## config.mk

```make
export PLATFORM = sky130hd
export DESIGN_NAME = status_flag_reader
export DESIGN_NICKNAME = d
export VERILOG_FILES = /design/src/rtl/status_flag_reader.sv
export SDC_FILE = /design/constraint.sdc
export NUM_CORES = 1
export LEC_CHECK = 0
export CAP_MARGIN = 20
export CORE_ASPECT_RATIO = 1.25
export CORE_UTILIZATION = 36
export DETAILED_ROUTE_END_ITERATION = 7
export PLACE_DENSITY = 0.89
export SYNTH_ARGS = -nofsm -noshare
export SYNTH_HDL_FRONTEND = slang
export SYNTH_SLANG_ARGS = --single-unit
```

## constraint.sdc

```tcl
create_clock -name i_clk -period 2.8 [get_ports i_clk]
set_clock_uncertainty 0.1 [all_clocks]
set_input_delay 0.7 -clock i_clk [delete_from_list [all_inputs] [get_ports i_clk]]
set_output_delay 0.7 -clock i_clk [all_outputs]
set_load 0.01 [all_outputs]
```

## src/rtl/status_flag_reader.sv

```systemverilog
// Sticky event flags with atomic read-and-clear snapshot and maskable irq; STATUS_FLAG_CNT_EN adds per-flag saturating counters.
// Latency: event visible in flags/irq after 1 edge; snapshot valid 1 cycle after req; min read period 3 cycles.
// Backpressure: snapshot held in VALID until ack; req ignored outside IDLE, ack ignored outside VALID.
module status_flag_reader #(
  parameter int N_FLAGS   = 8,
  parameter int CNT_WIDTH = 8
) (
  input  logic                           i_clk,
  input  logic                           i_arst_n,
  input  logic [N_FLAGS-1:0]             i_evt,
  input  logic [N_FLAGS-1:0]             i_mask,
  input  logic                           i_rd_req,
  input  logic                           i_rd_ack,
  output logic                           o_rd_valid,
  output logic [N_FLAGS-1:0]             o_rd_data,
  output logic [N_FLAGS*CNT_WIDTH-1:0]   o_rd_cnt,
  output logic                           o_irq,
  output logic                           o_busy
);

  localparam logic [1:0] ST_IDLE  = 2'd0;
  localparam logic [1:0] ST_VALID = 2'd1;
  localparam logic [1:0] ST_GAP   = 2'd2;

  logic [1:0]         state_q;
  logic [N_FLAGS-1:0] flags_q;
  logic [N_FLAGS-1:0] rd_data_q;
  logic               capture;

  assign capture = (state_q == ST_IDLE) && i_rd_req;

  always_ff @(posedge i_clk or negedge i_arst_n) begin
    if (!i_arst_n) begin
      state_q <= ST_IDLE;
    end else begin
      case (state_q)
        ST_IDLE:  if (i_rd_req) state_q <= ST_VALID;
        ST_VALID: if (i_rd_ack) state_q <= ST_GAP;
        ST_GAP:   state_q <= ST_IDLE;
        default:  state_q <= ST_IDLE;
      endcase
    end
  end

  // An event landing on the capture edge survives the clear and shows up in the next read.
  always_ff @(posedge i_clk or negedge i_arst_n) begin
    if (!i_arst_n) begin
      flags_q   <= '0;
      rd_data_q <= '0;
    end else begin
      flags_q <= (flags_q & ~{N_FLAGS{capture}}) | i_evt;
      if (capture) rd_data_q <= flags_q;
    end
  end

`ifdef STATUS_FLAG_CNT_EN
  logic [CNT_WIDTH-1:0]         cnt_q [N_FLAGS];
  logic [N_FLAGS*CNT_WIDTH-1:0] rd_cnt_q;

  always_ff @(posedge i_clk or negedge i_arst_n) begin
    if (!i_arst_n) begin
      for (int i = 0; i < N_FLAGS; i++) cnt_q[i] <= '0;
      rd_cnt_q <= '0;
    end else begin
      for (int i = 0; i < N_FLAGS; i++) begin
        if (capture) begin
          cnt_q[i] <= CNT_WIDTH'(i_evt[i]);
          rd_cnt_q[i*CNT_WIDTH +: CNT_WIDTH] <= cnt_q[i];
        end else if (i_evt[i] && (cnt_q[i] != {CNT_WIDTH{1'b1}})) begin
          cnt_q[i] <= cnt_q[i] + CNT_WIDTH'(1);
        end
      end
    end
  end

  assign o_rd_cnt = rd_cnt_q;
`else
  assign o_rd_cnt = '0;
`endif

  assign o_rd_valid = (state_q == ST_VALID);
  assign o_rd_data  = rd_data_q;
  assign o_irq      = |(flags_q & ~i_mask);
  assign o_busy     = (state_q != ST_IDLE);

endmodule

```

### Word level (Yosys, flattened, before mapping)

Cells that the tools add are included.

| word-level totals | value |
|---|---|
| register bits | 18 |
| bits of input ports | 20 |
| output and inout bits | 75 |
| logic and storage cells | 19 |

| operators by class | value |
|---|---|
| eq/ne operators | 3 |
| muxes and demuxes | 3 |
| bitwise operators | 5 |
| reduce and logical (&&, ||, !) cells | 5 |

Operator list:

| cell | number |
|---|---|
| $and 8x8->8 | 2 |
| $not 8->8 | 2 |
| $or 8x8->8 | 1 |
| $reduce_or 8->1 | 1 |
| $mux 2 | 2 |
| $ne 2x2->1 const B | 2 |
| $pmux 2 s2 | 1 |
| $eq 2x1->1 const B | 1 |
| $logic_not 2->1 | 1 |
| $reduce_and 2->1 | 1 |
| $reduce_bool 2->1 | 1 |
| $logic_and 1x1->1 | 1 |

### Depth between registers and ports, before layout

| depth | value |
|---|---|
| word-level depth | 5 |
| gate-level depth with buffers | 4 |

### Worst setup path before layout

OpenSTA, ideal clock, no wires.

| path | value |
|---|---|
| path type | input -> output |
| start | input port i_mask[7] |
| end | output port o_irq |
| arrival | 1.320 ns |
| required time | 2.000 ns |
| path slack | 0.680 ns |
| cell stages on the path | 2 |
| buffers on the path | 0 |
| cells stage by stage | o22ai_1 > or4_1 |

| on the way | value |
|---|---|
| longest elaborated chain between the ends | 3 |

Ends and longest elaborated chain:

| what | line | source |
|---|---|---|
| from (decl) | 11 | `input logic [N_FLAGS-1:0] i_mask,` |
| $not 8->8 | 83 | `assign o_irq = \|(flags_q & ~i_mask);` |
| $and 8x8->8 | 83 |  |
| $reduce_or 8->1 | 83 |  |
| to (decl) | 17 | `output logic o_irq,` |

No other way between the ends.

### Final worst setup path

| path | value |
|---|---|
| start | input port i_mask[0] |
| end | output port o_irq |

Same word-level chain as after synthesis.

==> results.yml <==
setup_path:
  startpoint_type: "input pin"
  crit_required_ns: 2.00
  cp.arrival_ns: 1.89
  cp_max_fo: 1
  end_kind: "output pin"
  setup.worst_path.class: "input pin to output pin"
  rr_worst_depth: 3
logic_synthesis:
  synth_compound_area_frac: 0.0823
  syn_area_mm2: 0.00122
  seq_area_frac_synth: 0.370
  synth_fa_ha_area_frac: 0
  synth_top_area_cell: "buf_4"
  synth_area_leaders: "buf_4, dfrtp_1, mux2_2"
  synth_top_area_share: 0.395
  synth_warnings: 0
  synthXorXnorAreaFrac: 0
  synthSimpleGateAreaFrac: 0.0319
  synth_top_family_by_area: "buffers and inverters"
  synthCells: 120
  yosysUniqueCellTypes: 15
  synth_area_per_cell_um2: 10.1
  synthMuxAreaShare: 0.0772
  synth-seq-cells: 18
min_path:
  holdPathStages: 1
  hold_class: "flip-flop to flip-flop"
grt:
  antenna_found_initial: 0
  grt_use_met2: 0.150
  busiest_layer: "met2"
  gr-usage-met1: 0.107
  grt_first_pass_wirelength_um: 2490
  grt_pass1_vias: 584
  grtUsageMet3: 0.0434
  grt_util_all_layers: 0.100
  grt_overflow_total: 0
  grt_max_degree: 19
power:
  switchingPower_uw: 265
  ir_drop_mv: 0.444
  internal_power_uw: 622
  comb_power_share: 0.387
  pwr-share-clk: 0.193
  power.density_mw_per_mm2: 660
  switching_share: 0.298
  seq_power_share: 0.420
  leakagePower_uw: 0.000695
floorplanning:
  num_rows: 23
  die_w_um: 54.0
  io_pins: 95
  die-area_mm2: 0.00362
  die_height_um: 67.0
  start_util: 0.377
  design.core.area_mm2: 0.00322
cells_and_area:
  nets: 173
  fin_util: 0.417
  final_common_cell: "conb_1"
  antennaDiodeCount: 0
  fillers: 321
  drive_gt1_frac: 0.146
  final_cell_mix: "conb_1, clkdlybuf4s50_1, dfrtp_1, inv_1, a21o_2"
  area_delta_synth_final_pct: 10.5
timing:
  timing.fmax_mhz: 371
  rsz0062_at_grt: "no"
  hold_viol_final: 0
  max_slew.worst_pin.slew_ns: 0.761
  setup_viol: 0
  post-route-min-period_ns: 2.69
  final-max-slew-violation-count: 0
  fin_setup_tns_ns: 0
  max-slew-margin-rel: 0.491
  period_share: 0.962
clock_tree:
  cts_tree: "built"
  clockBufferDepth: 2
  cts_setup_buffers: 0
  holdBufCountCts: 0
  clock_sinks: 18
  htree_levels: 1
  clk_pin_slew_worst_paths_ns: 0.06
  clk_latency_ns: 0.25
  cts_root_buffer: "clkbuf_8"
  numCtsBuffers: 3
detailed_routing:
  drc: 0
  vias: 684
  viasPerCell: 3.64
  drt-initial-drc-count: 1
  drt-pass1-iter-count: 2
  detail-route-antenna-nets: 0
  routed_wl_um: 1520
  wl_per_cell_um: 8.10
flow_run:
  maxCapViolCount: 0
run_status:
  outcome: "finished, final reports clean"
placed_design:
  dpl.hpwl_um: 1260
  place_congestion: 0.624
  io_buffers: 30
-- registers in the layout (all words and copies together), names as in the netlist --
name       flops
flags_q        8
o_rd_data      8
state_q        2
-- per-layer routing --
metal  up-vias  part of all wire
li1        311                 -
met5         -                 0
met4         0             0.032
met3         4              0.13
met1       309              0.35
met2        60              0.48
-- stage by stage --
| step | total power (µW) | hold WS [ns] | std cells | setup slack [ns] | area, µm² |
|---|---|---|---|---|---|
| after floorplan | 625 | 0.304 | 183 | 0.680 | 1450 |
| after global placement | 717 | 0.388 | 185 | -0.232 | 1310 |
| after detailed placement | 727 | 0.393 | 185 | -0.241 | 1310 |
| after CTS | 899 | 0.407 | 188 | 0.00362 | 1350 |
| after global routing | 953 | 0.426 | 188 | 0.0656 | 1340 |
| final | 886 | 0.405 | 188 | 0.107 | 1340 |
-- worst paths after layout --
path                              startpoint           end  slack (ns)
worst max-delay path               i_mask[0]         o_irq        0.11
worst min-delay path            o_rd_data[5]  o_rd_data[5]        0.40
worst max register to register    state_q[0]  o_rd_data[0]        1.54
worst min register to register  o_rd_data[5]  o_rd_data[5]        0.40
max in group asynchronous           i_arst_n    state_q[1]        1.33
min in group asynchronous           i_arst_n    flags_q[2]        0.80
-- cells by family after synthesis --
logic type             count (synthesis)
buffers and inverters                 75
flip-flops                            18
AO/OA/AOI/OAI                         13
AND/OR/NAND/NOR                        5
multiplexers                           8
other                                  1
-- layout make-up --
| type | count | area [µm²] | area share |
|---|---|---|---|
| Timing Repair Buffer | 30 | 295 | 0.220 |
| Inverter | 10 | 37.5 | 0.0279 |
| Multi-Input combinational cell | 90 | 473 | 0.352 |
| Tap cell | 37 | 46.3 | 0.0345 |
| Clock buffer | 3 | 41.3 | 0.0307 |
| Sequential cell | 18 | 450 | 0.335 |
-- worst max-delay path: stages --
cell and delay [ns]:
clkdlybuf4s50_1 0.46, o22ai_1 0.08, or4_1 0.50, buf_2 0.15
-- power groups by stage --
stage	clock [µW]	combinational, µW	sequential, µW
floorplan	0	229	395
global placement	0	343	374
detailed placement	0	347	379
CTS	176	349	374
global route	189	380	383
finish	171	343	372
-- cells in the mapped netlist, drive strengths merged --
cell type,instances
buf,65
dfrtp,18
inv,10
a21o,8
mux2,8
o22ai,4
and2,1
conb,1
nand2,1
nor2,1
o21ai,1
or2b,1
or4,1
-- what timing repair did --
action / CTS / global route
hold endpoints to repair: 0 / 0
gates resized for setup: 3 / 1
endpoints found under the setup margin: 1 / 1
Power figures use the tool's default switching activity.
